==> src/rtl/regwb_pkg.sv <==
// rtl/regwb_pkg.sv - shared constants and round-robin grant helper for the register writeback arbiter
//
// Purpose : default widths, register-zero index and the rotate-priority grant
//           function used by rr_arbiter.
// Contents: ADDR_W_DEF, DATA_W_DEF, REG_ZERO, NREQ_MAX, rr_grant().
package regwb_pkg;

  localparam int ADDR_W_DEF = 5;
  localparam int DATA_W_DEF = 32;
  localparam int NREQ_MAX   = 8;
  localparam logic [4:0] REG_ZERO = 5'd0;

  // One-hot grant to the first requester at or after ptr, wrapping modulo n.
  // Requesters at index >= n are ignored.
  function automatic logic [NREQ_MAX-1:0] rr_grant(input logic [NREQ_MAX-1:0] req,
                                                   input logic [2:0]          ptr,
                                                   input int unsigned         n);
    logic [NREQ_MAX-1:0] g;
    logic                found;
    int unsigned         idx;
    g     = '0;
    found = 1'b0;
    for (int unsigned k = 0; k < NREQ_MAX; k++) begin
      if (k < n) begin
        idx = 32'(ptr) + k;
        if (idx >= n) idx = idx - n;
        if (!found && req[idx[2:0]]) begin
          g[idx[2:0]] = 1'b1;
          found       = 1'b1;
        end
      end
    end
    return g;
  endfunction

endpackage

==> src/rtl/rr_arbiter.sv <==
// rtl/rr_arbiter.sv - round-robin arbiter with rotating pointer
//
// Purpose : one-hot grant over NREQ requesters, searching from ptr upward with
//           wrap; ptr moves past the winner only when the grant is accepted.
// Ports   : clk, rst (async active-low)
//           req[NREQ]       request vector
//           stall           suppresses every grant, pointer holds
//           accept          a granted request completed its handshake
//           grant[NREQ]     one-hot grant (combinational)
//           grant_idx       binary index of the granted requester
module rr_arbiter
  import regwb_pkg::*;
#(
  parameter int NREQ  = 3,
  parameter int IDX_W = (NREQ > 1) ? $clog2(NREQ) : 1
) (
  input  logic             clk,
  input  logic             rst,
  input  logic [NREQ-1:0]  req,
  input  logic             stall,
  input  logic             accept,
  output logic [NREQ-1:0]  grant,
  output logic [IDX_W-1:0] grant_idx
);

  logic [IDX_W-1:0]    ptr_q, ptr_d;
  logic [NREQ_MAX-1:0] req_ext;
  logic [NREQ_MAX-1:0] grant_full;

  always_comb begin
    req_ext            = '0;
    req_ext[NREQ-1:0]  = req;
    grant_full         = rr_grant(req_ext, 3'(ptr_q), NREQ);
    // Gating with rst keeps ready low for the whole reset interval.
    if (stall || !rst) grant = '0;
    else               grant = grant_full[NREQ-1:0];
  end

  always_comb begin
    grant_idx = '0;
    for (int i = 0; i < NREQ; i++) begin
      if (grant[i]) grant_idx = IDX_W'(i);
    end
  end

  always_comb begin
    ptr_d = ptr_q;
    if (accept) begin
      ptr_d = (grant_idx == IDX_W'(NREQ - 1)) ? '0 : grant_idx + 1'b1;
    end
  end

  always_ff @(posedge clk or negedge rst) begin
    if (!rst) ptr_q <= '0;
    else      ptr_q <= ptr_d;
  end

endmodule

==> src/rtl/regwb_arbiter.sv <==
// rtl/regwb_arbiter.sv - round-robin writeback arbiter for the register file write port
//
// Purpose : shares the single register-file write port among NREQ requesters,
//           stages the granted write for one cycle, optionally forwards the
//           staged write onto both read ports.
// Macro   : REGWB_BYPASS_EN enables read-port forwarding of the staged write.
// Ports   : clk, rst (async active-low)
//           req_valid/req_reg/req_data/req_ready  requester handshake (packed, req 0 in LSBs)
//           wb_stall                               blocks new grants
//           regW/Wdat/RegWrite                     register file write port
//           regA/regB, Adat_rf/Bdat_rf             read indices and raw read data
//           Adat/Bdat                              read data to consumers
//           busy                                   staged write or pending request
module regwb_arbiter
  import regwb_pkg::*;
#(
  parameter int NREQ   = 3,
  parameter int DATA_W = DATA_W_DEF,
  parameter int ADDR_W = ADDR_W_DEF
) (
  input  logic                   clk,
  input  logic                   rst,
  input  logic [NREQ-1:0]        req_valid,
  input  logic [NREQ*ADDR_W-1:0] req_reg,
  input  logic [NREQ*DATA_W-1:0] req_data,
  output logic [NREQ-1:0]        req_ready,
  input  logic                   wb_stall,
  output logic [ADDR_W-1:0]      regW,
  output logic [DATA_W-1:0]      Wdat,
  output logic                   RegWrite,
  input  logic [ADDR_W-1:0]      regA,
  input  logic [ADDR_W-1:0]      regB,
  input  logic [DATA_W-1:0]      Adat_rf,
  input  logic [DATA_W-1:0]      Bdat_rf,
  output logic [DATA_W-1:0]      Adat,
  output logic [DATA_W-1:0]      Bdat,
  output logic                   busy
);

  localparam int IDX_W = (NREQ > 1) ? $clog2(NREQ) : 1;

  logic [IDX_W-1:0]  grant_idx;
  logic              hs;
  logic [ADDR_W-1:0] sel_reg;
  logic [DATA_W-1:0] sel_data;

  logic [ADDR_W-1:0] regw_q, regw_d;
  logic [DATA_W-1:0] wdat_q, wdat_d;
  logic              regwrite_q, regwrite_d;

  rr_arbiter #(.NREQ(NREQ), .IDX_W(IDX_W)) u_rr (
    .clk       (clk),
    .rst       (rst),
    .req       (req_valid),
    .stall     (wb_stall),
    .accept    (hs),
    .grant     (req_ready),
    .grant_idx (grant_idx)
  );

  assign hs       = |(req_valid & req_ready);
  assign sel_reg  = req_reg[grant_idx*ADDR_W +: ADDR_W];
  assign sel_data = req_data[grant_idx*DATA_W +: DATA_W];

  always_comb begin
    regw_d     = regw_q;
    wdat_d     = wdat_q;
    regwrite_d = 1'b0;
    if (hs) begin
      regw_d     = sel_reg;
      wdat_d     = sel_data;
      // Writes to register zero complete the handshake but never reach the file.
      regwrite_d = (sel_reg != ADDR_W'(REG_ZERO));
    end
  end

  always_ff @(posedge clk or negedge rst) begin
    if (!rst) begin
      regw_q     <= '0;
      wdat_q     <= '0;
      regwrite_q <= 1'b0;
    end else begin
      regw_q     <= regw_d;
      wdat_q     <= wdat_d;
      regwrite_q <= regwrite_d;
    end
  end

  assign regW     = regw_q;
  assign Wdat     = wdat_q;
  assign RegWrite = regwrite_q;
  assign busy     = regwrite_q | (|req_valid);

`ifdef REGWB_BYPASS_EN
  always_comb begin
    Adat = Adat_rf;
    Bdat = Bdat_rf;
    if (regwrite_q && (regA == regw_q) && (regA != ADDR_W'(REG_ZERO))) Adat = wdat_q;
    if (regwrite_q && (regB == regw_q) && (regB != ADDR_W'(REG_ZERO))) Bdat = wdat_q;
  end
`else
  logic unused_rd_idx;
  assign unused_rd_idx = ^{regA, regB};
  assign Adat = Adat_rf;
  assign Bdat = Bdat_rf;
`endif

endmodule

==> config.mk <==
export PLATFORM = sky130hd
export DESIGN_NAME = regwb_arbiter
export DESIGN_NICKNAME = d
export VERILOG_FILES = /design/src/rtl/regwb_pkg.sv /design/src/rtl/rr_arbiter.sv /design/src/rtl/regwb_arbiter.sv
export SDC_FILE = /design/constraint.sdc
export NUM_CORES = 1
export LEC_CHECK = 0
export BUFFER_PORTS_ARGS = -buffer_cell sky130_fd_sc_hd__buf_2
export CAP_MARGIN = 15
export CORE_AREA = 5 5 112 114
export DETAILED_ROUTE_END_ITERATION = 6
export DIE_AREA = 0 0 117 119
export GPL_TIMING_DRIVEN = 1
export SETUP_SLACK_MARGIN = 0.15
export SLEW_MARGIN = 15
export SYNTH_ARGS = -nofsm -noshare
export SYNTH_HDL_FRONTEND = slang
export SYNTH_SLANG_ARGS = --single-unit
==> constraint.sdc <==
create_clock -name clk -period 3 [get_ports clk]
set_input_delay 0.3 -clock clk [delete_from_list [all_inputs] [get_ports clk]]
set_output_delay 0.3 -clock clk [all_outputs]
set_load 0.02 [all_outputs]
==> results.py, run 1 <==
metrics = {
    "run_status": {
        "status": "complete, no violations",
    },
    "clock_network": {
        "cts.path.max_buffers": 2,
        "htreeDepth": 2,
        "clock-sinks": 40,
        "cts_made_buffers": 5,
        "cts_root_buf": "clkbuf_16",
        "cts_tree": "built",
        "path_clk_slew_ns": 0.07,
        "insertion_delay_ns": 0.28,
    },
    "place": {
        "pre_cts_ws_ns": 0.126,
        "place_congestion": 0.798,
        "io_buffer_count": 158,
        "dp.final_hpwl_um": 7930,
    },
    "yosys": {
        "syn_inst": 356,
        "yosysWarnings": 0,
        "synth_area_um2": 3160,
        "ys_seq_elements": 40,
        "synth_seq_area_share": 0.317,
        "syn_area_per_cell_um2": 8.88,
        "yosysUniqueCellTypes": 46,
        "syn-num-nets": 552,
    },
    "sta": {
        "slew_headroom": 0.662,
        "rsz0062_at_grt": "yes",
        "final_max_slew_viol_count": 0,
        "tightestPinTransition_ns": 0.507,
        "fin_ws_ns": 0.248,
        "hold_viol_final": 0,
        "fmax_ghz": 0.363,
        "clock_skew_ns": 0.00508,
        "period_needed_ns": 2.75,
        "hold_ws_ns": 0.266,
        "fin_crit_sh": 0.917,
        "finalSetupViolations": 0,
        "finalSetupTns_ns": 0,
    },
    "final_layout": {
        "final_common_cell": "buf_2",
        "area_growth_pct": 25.6,
        "layout-drive-gt1-share": 0.497,
        "fillers": 1180,
        "nets": 650,
        "diodes": 0,
        "final_core_util": 0.351,
        "mostFrequentLayoutCells": "buf_2, dfrtp_1, nor2_1, nand2_1, a31oi_1",
    },
    "floorplanning": {
        "core-area_um2": 11300,
        "std_cell_rows": 39,
        "fp.dieH_um": 119,
        "dieArea_um2": 13900,
        "fp.dieW_um": 117,
        "initial_utilization": 0.279,
        "num_io_pins": 297,
    },
    "grt": {
        "grt_pass1_vias": 2926,
        "grt_max_degree": 42,
        "grt_pass1_wl_um": 15200,
        "grt_use_total": 0.137,
        "gr-total-overflow": 0,
        "antenna_found_initial": 0,
    },
    "critical_path": {
        "endpoint_kind": "flip-flop",
        "arrival_ns": 2.92,
        "worstPathRequired_ns": 3.17,
        "crit_type": "flip-flop to flip-flop",
        "worst_path_most_repeated_cell": "buf_4",
        "crit_fanout": 17,
        "slowest_delay_ns": 0.42,
        "crit_chain": "inv_1 -> ha_4 -> buf_4 -> a211o_1 -> a31oi_4 -> a21o_1 -> inv_4 -> a221o_2 -> buf_4 -> clkbuf_16 -> nor2_1 -> a21oi_2",
        "cp_slowest_cell": "a221o_2",
        "crit_path_start_kind": "flip-flop",
    },
    "route": {
        "vias": 2946,
        "drtAntennaViolNets": 0,
        "vias_per_cell": 4.93,
        "drc_errors": 0,
        "first_pass_iters": 4,
        "drtIter0Drc": 147,
        "wl_per_cell_um": 17.4,
        "routed_wl_um": 10400,
    },
    "power": {
        "p_per_area_nw_per_um2": 1020,
        "ir_drop_mv": 0.392,
        "power_mw": 4.05,
        "p_leak_nw": 1.88,
    },
    "flow_run": {
        "max_cap_violations": 0,
    },
    "min_path": {
        "hp-class": "primary input to flip-flop",
    },
}
==> power by group <==
part / internal (mW) / total (mW) / switching (mW)
registers: 0.811 / 0.965 / 0.154
clock network: 0.417 / 0.641 / 0.224
logic: 1.05 / 2.44 / 1.40
total: 2.27 / 4.05 / 1.78
==> critical path: cells and delay by family (launching register included) <==
kind	cells	cell delay, ns
buf+inv	5	0.70
fa+ha+maj	1	0.22
flops	1	0.39
simple gates	1	0.13
compound gates	5	1.18
==> cell type report <==
type / count / area [um^2] / share of cell area
Sequential cell: 40 / 1000 / 0.252
Tap cell: 143 / 179 / 0.0451
Inverter: 8 / 32.5 / 0.00819
Timing Repair Buffer: 178 / 1020 / 0.257
Clock buffer: 6 / 139 / 0.0350
Multi-Input combinational cell: 221 / 1560 / 0.393
Clock inverter: 2 / 38.8 / 0.00977
==> kinds of logic after synthesis <==
family / synth area share
AO/OA/AOI/OAI: 0.222
adder cells (fa/ha/maj): 0.0198
buffers and inverters: 0.201
flip-flops: 0.317
multiplexers: 0.101
AND/OR/NAND/NOR: 0.140
==> flip-flops by register name, summed over array words and instances (netlist names) <==
register / cells
RegWrite: 1
Wdat: 32
regW: 5
u_rr.ptr_q: 2
==> synthesized netlist by cell type (all sizes together) <==
cell type,number,area share
inv,8,0.0095
and2b,1,0.0024
nor2b,3,0.0059
a32oi,1,0.0028
a222oi,1,0.0032
a221o,1,0.0032
and3,2,0.0040
dfrtp,40,0.32
o2111ai,2,0.0055
mux2,20,0.090
a2111o,1,0.0036
a31oi,34,0.085
o32ai,1,0.0028
a221oi,1,0.0047
ha,5,0.020
o211a,1,0.0032
nand3,20,0.032
or4,1,0.0024
nand2b,3,0.0059
clkbuf,12,0.014
a311oi,1,0.0028
a41oi,1,0.0028
o211ai,1,0.0024
a22oi,15,0.036
a21o,1,0.0024
or2,1,0.0020
nand2,25,0.030
mux2i,2,0.010
a211oi,2,0.0047
buf,75,0.18
a211o,1,0.0028
o221ai,2,0.0055
a21oi,3,0.0083
nand4,1,0.0020
a22o,2,0.0055
and2,1,0.0020
o21ai,22,0.035
or3,3,0.0059
nor2,39,0.046
==> path summary, 6_finish.rpt <==
check | start | to | slack (ns) | depth (start not counted)
max reg2reg | u_rr.ptr_q[0]$_DFFE_PN0P_ | regW[0]$_DFFE_PN0P_ | 0.25 | 12
min reg2reg | regW[2]$_DFFE_PN0P_ | regW[2]$_DFFE_PN0P_ | 0.47 | 2
max | u_rr.ptr_q[0]$_DFFE_PN0P_ | regW[0]$_DFFE_PN0P_ | 0.25 | 12
max in group asynchronous | rst | regW[0]$_DFFE_PN0P_ | 1.89 | 3
min | req_data[45] | Wdat[13]$_DFFE_PN0P_ | 0.27 | 3
min in group asynchronous | rst | Wdat[11]$_DFFE_PN0P_ | 0.39 | 2
==> metrics by stage <==
step | area (um^2) | cells
after CTS | 3860 | 593
after global routing | 3970 | 598
after global placement | 3670 | 584
after detailed placement | 3670 | 584
after floorplan | 3160 | 356
final | 3970 | 598
==> metal layers <==
layer / up-vias / GRT usage / wire, um
li1: 1409 / - / -
met2: 133 / 0.244 / 5340
met4: 0 / 0.0545 / 259
met3: 35 / 0.0340 / 895
met1: 1369 / 0.154 / 3900
met5: - / 0 / 0
==> what timing repair did <==
action                                  in CTS  in global routing
resized for setup                            3                  9
endpoints found under the hold margin        3                  0
cloned                                       0                  1
buffers inserted                             0                  4
hold buffers                                 1                  0
pin swaps                                    0                  4
endpoints found under the setup margin       9                 27
Note: power is estimated with default switching activity, not from simulation.
==> run 2, diff against run 1 <==
--- a/config.mk
+++ b/config.mk
@@ -5,6 +5,7 @@
 export SDC_FILE = /design/constraint.sdc
 export NUM_CORES = 1
 export LEC_CHECK = 0
+export ABC_AREA = 1
 export BUFFER_PORTS_ARGS = -buffer_cell sky130_fd_sc_hd__buf_2
 export CAP_MARGIN = 15
 export CORE_AREA = 5 5 112 114
==> run 2 against run 1 <==
  * Setup slack better by 0.12 ns
  * Synthesized cell count grew 23%
  * Synthesized area shrank 0.63%
  * Clock skew hardly changed
  * Clock-buffer cell count unchanged
  * Via count is 4.3% higher
  * Critical path depth rose by 3
  * Die area unchanged
  * First-iteration DRC count fell by 8.8%
  * Sequential share of layout area rose by 1.6 points
  * Global-route usage is 0.055 points lower
  * Critical path type is now flip-flop to output port
  * Critical endpoint is now req_ready[2]
  * Highest routed layer unchanged
==> results.py, run 2 <==
metrics = {
    "sta": {
        "finalSetupViolations": 0,
        "hold_viol_final": 0,
        "hold_ws_ns": 0.150,
        "period_needed_ns": 2.63,
        "slew_headroom": 0.643,
        "finalSetupTns_ns": 0,
        "fin_ws_ns": 0.372,
        "fmax_ghz": 0.380,
        "rsz0062_at_grt": "no",
        "clock_skew_ns": 0.00539,
        "fin_crit_sh": 0.876,
        "final_max_slew_viol_count": 0,
        "tightestPinTransition_ns": 0.536,
    },
    "floorplanning": {
        "fp.dieH_um": 119,
        "core-area_um2": 11300,
        "dieArea_um2": 13900,
        "fp.dieW_um": 117,
        "std_cell_rows": 39,
        "num_io_pins": 297,
        "initial_utilization": 0.278,
    },
    "power": {
        "p_switching_mw": 1.72,
        "p_leak_nw": 2.07,
        "p_per_area_nw_per_um2": 951,
        "p_comb_frac": 0.593,
        "clkPwrFrac": 0.145,
        "seqPwrFrac": 0.262,
        "power_mw": 3.55,
        "ir_drop_mv": 0.318,
        "swShare": 0.485,
        "p_int_mw": 1.83,
    },
    "grt": {
        "grt_max_degree": 41,
        "grt_use_total": 0.136,
        "gr-total-overflow": 0,
        "grt_pass1_vias": 3075,
        "antenna_found_initial": 0,
        "grt_pass1_wl_um": 15200,
    },
    "critical_path": {
        "r2r-end": "RegWrite$_DFF_PN0_",
        "crit_chain": "inv_2 -> ha_2 -> inv_2 -> nand2_1 -> nand2_1 -> nand2_1 -> nor2_4 -> nand2_1 -> nand2_1 -> nand2_1 -> nand2_2 -> nand2_4 -> inv_2 -> buf_12 -> buf_4",
        "slowest_delay_ns": 0.42,
        "crit_fanout": 23,
        "arrival_ns": 2.33,
        "cp_slowest_cell": "dfrtp_1",
        "worst_path_most_repeated_cell": "nand2_1",
        "crit_type": "flip-flop to output port",
        "endpoint_kind": "output port",
        "r2r_slack_ns": 0.52,
        "reg2regPathDepth": 18,
        "crit_path_start_kind": "flip-flop",
        "rr_startpoint": "u_rr.ptr_q[1]$_DFFE_PN0P_",
        "worstPathRequired_ns": 2.70,
    },
    "clock_network": {
        "path_clk_slew_ns": 0.06,
        "insertion_delay_ns": 0.28,
        "cts_root_buf": "clkbuf_16",
        "cts_tree": "built",
        "clock-sinks": 40,
        "cts.path.max_buffers": 2,
        "htreeDepth": 2,
        "ctsHoldBuffers": 0,
        "cts_made_buffers": 5,
    },
    "place": {
        "pre_cts_ws_ns": 0.199,
        "place_congestion": 0.764,
        "placed_area_um2": 3570,
        "io_buffer_count": 158,
        "place_inst": 662,
        "dp.final_hpwl_um": 7520,
    },
    "route": {
        "met1_length_um": 3920,
        "first_pass_iters": 4,
        "drc_errors": 0,
        "drtAntennaViolNets": 0,
        "met2_wirelength_um": 4780,
        "vias": 3073,
        "dr.max_layer_used": "met4",
        "wl_per_cell_um": 14.5,
        "vias_per_cell": 4.59,
        "drtIter0Drc": 134,
        "routed_wl_um": 9690,
        "wl_met3_um": 680,
    },
    "yosys": {
        "synth_flop_cell": "dfrtp_1",
        "synth_top_area_frac": 0.319,
        "yosysWarnings": 0,
        "syn_area_per_cell_um2": 7.17,
        "ys_seq_elements": 40,
        "synth_top_cell_by_area": "dfrtp_1",
        "synth_area_um2": 3140,
        "syn_inst": 438,
        "synth-edff-count": 0,
        "syn-num-nets": 634,
        "yosysUniqueCellTypes": 28,
        "synth_seq_area_share": 0.319,
        "synth.most_common_cell": "nand2_1",
        "synthTopCellsByArea": "dfrtp_1, nand2_1, buf_4",
        "async_flop_share": 1.00,
        "ys_top_cells_by_count": "nand2_1, buf_4, dfrtp_1",
    },
    "final_layout": {
        "final_cell_area_um2": 3730,
        "final_common_cell": "buf_2",
        "multi_input_area_um2": 1450,
        "layout-drive-gt1-share": 0.376,
        "diodes": 0,
        "area_growth_pct": 18.8,
        "nets": 723,
        "seq_area_um2": 1000,
        "largest_reg_flops": 32,
        "layout.cells.non_filler": 670,
        "mostFrequentLayoutCells": "buf_2, nand2_1, dfrtp_1, nand3_1, nor2_1",
        "final_core_util": 0.330,
        "fillers": 1270,
    },
    "min_path": {
        "hp-class": "primary input to asynchronous set/reset pin",
    },
    "flow_run": {
        "max_cap_violations": 0,
    },
    "run_status": {
        "status": "complete, no violations",
    },
}
## run 2: area by class of cell
cell class	count	area share
Timing Repair Buffer	164	0.231
Tap cell	143	0.0479
Multi-Input combinational cell	290	0.389
Sequential cell	40	0.268
Clock buffer	6	0.0345
Clock inverter	1	0.00134
Inverter	26	0.0275
## run 2: worst max-delay path: cells and delay by family, from the launching register on
family / cells / cell delay [ns]
flops: 1 / 0.42
buf+inv: 5 / 0.63
fa+ha+maj: 1 / 0.32
simple gates: 9 / 0.69
## run 2: kinds of logic (layout without fill, tap and decap cells)
group | after synthesis | after routing | synth area share
and+or+nand+nor | 233 | 233 | 0.318
buffers and inverters | 108 | 197 | 0.219
AOI/OAI and AO/OA | 52 | 52 | 0.124
DFF | 40 | 40 | 0.319
adders and majority gates | 5 | 5 | 0.0199
## run 2: power by group through the flow
stage | combinational (mW) | sequential (mW) | clock, mW
after floorplan | 1.32 | 1.23 | 0
final | 2.11 | 0.931 | 0.514
after global placement | 2.07 | 0.933 | 0
after CTS | 2.11 | 0.934 | 0.544
after detailed placement | 2.10 | 0.938 | 0
after global routing | 2.35 | 0.966 | 0.561
## run 2: repair_timing
action / CTS / global route
buffers inserted: 0 / 1
resized for setup: 1 / 9
setup endpoints to repair: 1 / 40
cloned: 0 / 0
pin swaps: 0 / 1
hold endpoints to repair: 0 / 0
## run 2: layer usage
metal / vias up / global-route usage
li1: 1527 / -
met5: - / 0
met1: 1396 / 0.161
met2: 112 / 0.235
met4: 0 / 0.0559
met3: 38 / 0.0314
## run 2: worst max-delay path by stage
stage	cells past startpoint	slack, ns	start	end
floorplan	16	0.49	u_rr.ptr_q[0]$_DFFE_PN0P_	Wdat[0]$_DFFE_PN0P_
finish	15	0.37	u_rr.ptr_q[0]$_DFFE_PN0P_	req_ready[2]
CTS	17	0.17	u_rr.ptr_q[0]$_DFFE_PN0P_	Wdat[23]$_DFFE_PN0P_
global placement	17	0.26	u_rr.ptr_q[0]$_DFFE_PN0P_	Wdat[29]$_DFFE_PN0P_
global route	15	0.17	u_rr.ptr_q[0]$_DFFE_PN0P_	req_ready[2]
detailed placement	17	0.20	u_rr.ptr_q[0]$_DFFE_PN0P_	Wdat[23]$_DFFE_PN0P_
==> run 3, diff against run 2 <==
==> constraint.sdc (replaced) <==
create_clock -name clk -period 3.1 [get_ports clk]
set_input_delay 0.31 -clock clk [delete_from_list [all_inputs] [get_ports clk]]
set_output_delay 0.31 -clock clk [all_outputs]
set_load 0.02 [all_outputs]
==> run 3 against run 2 <==
  * Worst hold slack gained 0.0016 ns
  * Via count down 0.72%
  * Total power shrank 3.5%
  * Die area unchanged
  * Design area shrank 0.20%
  * Combinational power decreased by 4%
  * Flip-flop and latch count unchanged
  * Clock-buffer cell count down 1
  * Wire length fell by 0.25%
  * First-iteration DRC count increased by 16%
  * Largest power group unchanged
==> results.py, run 3 (synthesis gave the netlist of run 2 again) <==
metrics = {
    "run_status": {
        "status": "complete, no violations",
    },
    "route": {
        "drc_errors": 0,
        "first_pass_iters": 4,
        "drtAntennaViolNets": 0,
        "vias": 3051,
        "routed_wl_um": 9660,
        "drtIter0Drc": 155,
        "wl_per_cell_um": 14.4,
        "vias_per_cell": 4.55,
    },
    "final_layout": {
        "area_growth_pct": 18.6,
        "layout-drive-gt1-share": 0.376,
        "fillers": 1254,
        "mostFrequentLayoutCells": "buf_2, nand2_1, dfrtp_1, nand3_1, nor2_1",
        "multi_input_area_um2": 1450,
        "final_cell_area_um2": 3730,
        "final_common_cell": "buf_2",
        "seq_area_um2": 1000,
        "diodes": 0,
        "largest_reg_flops": 32,
        "nets": 722,
    },
    "sta": {
        "rsz0062_at_grt": "no",
        "finalSetupViolations": 0,
        "slew_headroom": 0.637,
        "finalSetupTns_ns": 0,
        "final_max_slew_viol_count": 0,
        "fin_crit_sh": 0.876,
        "clock_skew_ns": 0.00775,
        "tightestPinTransition_ns": 0.544,
        "fmax_ghz": 0.368,
        "hold_viol_final": 0,
        "period_needed_ns": 2.72,
    },
    "critical_path": {
        "crit_family": "simple AND/OR/NAND/NOR gates",
        "arrival_ns": 2.41,
        "cp_slowest_cell": "dfrtp_1",
        "crit_fanout": 23,
        "crit_path_start": "u_rr.ptr_q[0]$_DFFE_PN0P_",
        "slowest_delay_ns": 0.41,
        "path_buf_inv": 5,
        "rr_startpoint": "u_rr.ptr_q[0]$_DFFE_PN0P_",
        "crit_chain": "inv_1 -> ha_2 -> inv_2 -> nand2_1 -> nand2_1 -> nand2_1 -> nor2_4 -> nand2_1 -> nand2_1 -> nand2_1 -> nand2_2 -> nand2_4 -> inv_2 -> buf_8 -> buf_2",
        "endpoint_kind": "output port",
        "worstPathRequired_ns": 2.79,
        "worst_path_most_repeated_cell": "nand2_1",
        "crit_type": "flip-flop to output port",
        "crit_path_start_kind": "flip-flop",
    },
    "power": {
        "ir_drop_mv": 0.327,
        "p_leak_nw": 2.08,
        "p_per_area_nw_per_um2": 920,
    },
    "grt": {
        "use_met3": 0.0345,
        "grt_pass1_vias": 3148,
        "use_met1": 0.166,
        "grt_max_degree": 41,
        "use_met2": 0.237,
        "gr-total-overflow": 0,
        "grt_pass1_wl_um": 15600,
        "gr-max-usage-layer": "met2",
        "grt_use_total": 0.139,
        "antenna_found_initial": 0,
    },
    "floorplanning": {
        "initial_utilization": 0.278,
        "core-area_um2": 11300,
        "fp.dieW_um": 117,
        "fp.dieH_um": 119,
        "dieArea_um2": 13900,
        "num_io_pins": 297,
        "std_cell_rows": 39,
    },
    "clock_network": {
        "cts_tree": "built",
        "cts_root_buf": "clkbuf_16",
        "htreeDepth": 2,
        "cts_made_buffers": 5,
        "clock-sinks": 40,
        "insertion_delay_ns": 0.28,
        "path_clk_slew_ns": 0.06,
        "cts.path.max_buffers": 2,
        "cts_setup_buffers": 0,
    },
    "min_path": {
        "hp-class": "primary input to asynchronous set/reset pin",
    },
    "flow_run": {
        "max_cap_violations": 0,
    },
    "place": {
        "dp.final_hpwl_um": 7560,
        "placed_area_um2": 3570,
        "io_buffer_count": 158,
        "place_congestion": 0.764,
    },
}
## run 3: cell count changes in the layout (fill, tap and decap cells not counted)
cell,delta
buf_2,+1
clkinv_4,+1
buf_8,+1
clkinv_2,+1
buf_12,-1
inv_1,+1
clkbuf_1,-1
inv_4,-1
buf_4,-2
## run 3: final timing paths
path	end	slack, ns	cells past startpoint
max	req_ready[2]	0.38	15
min	Wdat[21]$_DFFE_PN0P_	0.15	2
max reg2reg	Wdat[17]$_DFFE_PN0P_	0.48	17
min reg2reg	Wdat[15]$_DFFE_PN0P_	0.48	2
max in group asynchronous	Wdat[26]$_DFFE_PN0P_	2.58	2
min in group clk	Wdat[5]$_DFFE_PN0P_	0.23	3
## run 3: worst reg2reg max path: cells and delay by family (launching register included)
family / cells / cell delay, ns
buffers and inverters: 4 / 0.64
flip-flops: 1 / 0.41
AND/OR/NAND/NOR: 12 / 1.20
adder cells (fa/ha/maj): 1 / 0.33
## run 3: final cells by class
| type | count | share of cell area |
|---|---|---|
| tap | 143 | 0.0480 |
| clock inverter | 3 | 0.00504 |
| timing repair buffer | 163 | 0.228 |
| clock buffer | 5 | 0.0336 |
| inverter | 26 | 0.0269 |
| multi-input combinational | 290 | 0.390 |
| sequential | 40 | 0.269 |
## run 3: where the power goes
group | total (mW) | internal (mW) | switching (mW) | leakage, nW
Combinational | 2.02 | 0.690 | 1.33 | 1.52
Sequential | 0.896 | 0.772 | 0.124 | 0.483
Clock | 0.514 | 0.297 | 0.217 | 0.0736
## run 3: routing by layer
layer	vias up	wire, um
li1	1523	-
met4	0	328
met3	39	779
met2	119	4750
met5	-	0
met1	1370	3800
## run 3: metrics by stage
step	util	total power, mW	std cells	hold WS [ns]	worst slack [ns]
2_1_floorplan	-	2.47	438	0.0144	0.593
3_3_place_gp	0.315	2.90	662	0.462	0.317
3_5_place_dp	0.315	2.95	662	0.460	0.216
4_1_cts	0.328	3.49	670	0.176	0.206
5_1_grt	0.329	3.76	670	0.214	0.168
6_report	0.329	3.43	670	0.151	0.385
## run 3: repair_timing
action | 4_1_cts | 5_1_grt
hold buffers | 0 | 0
gates resized for setup | 0 | 5
hold endpoints to repair | 0 | 0
endpoints found under the setup margin | 0 | 26
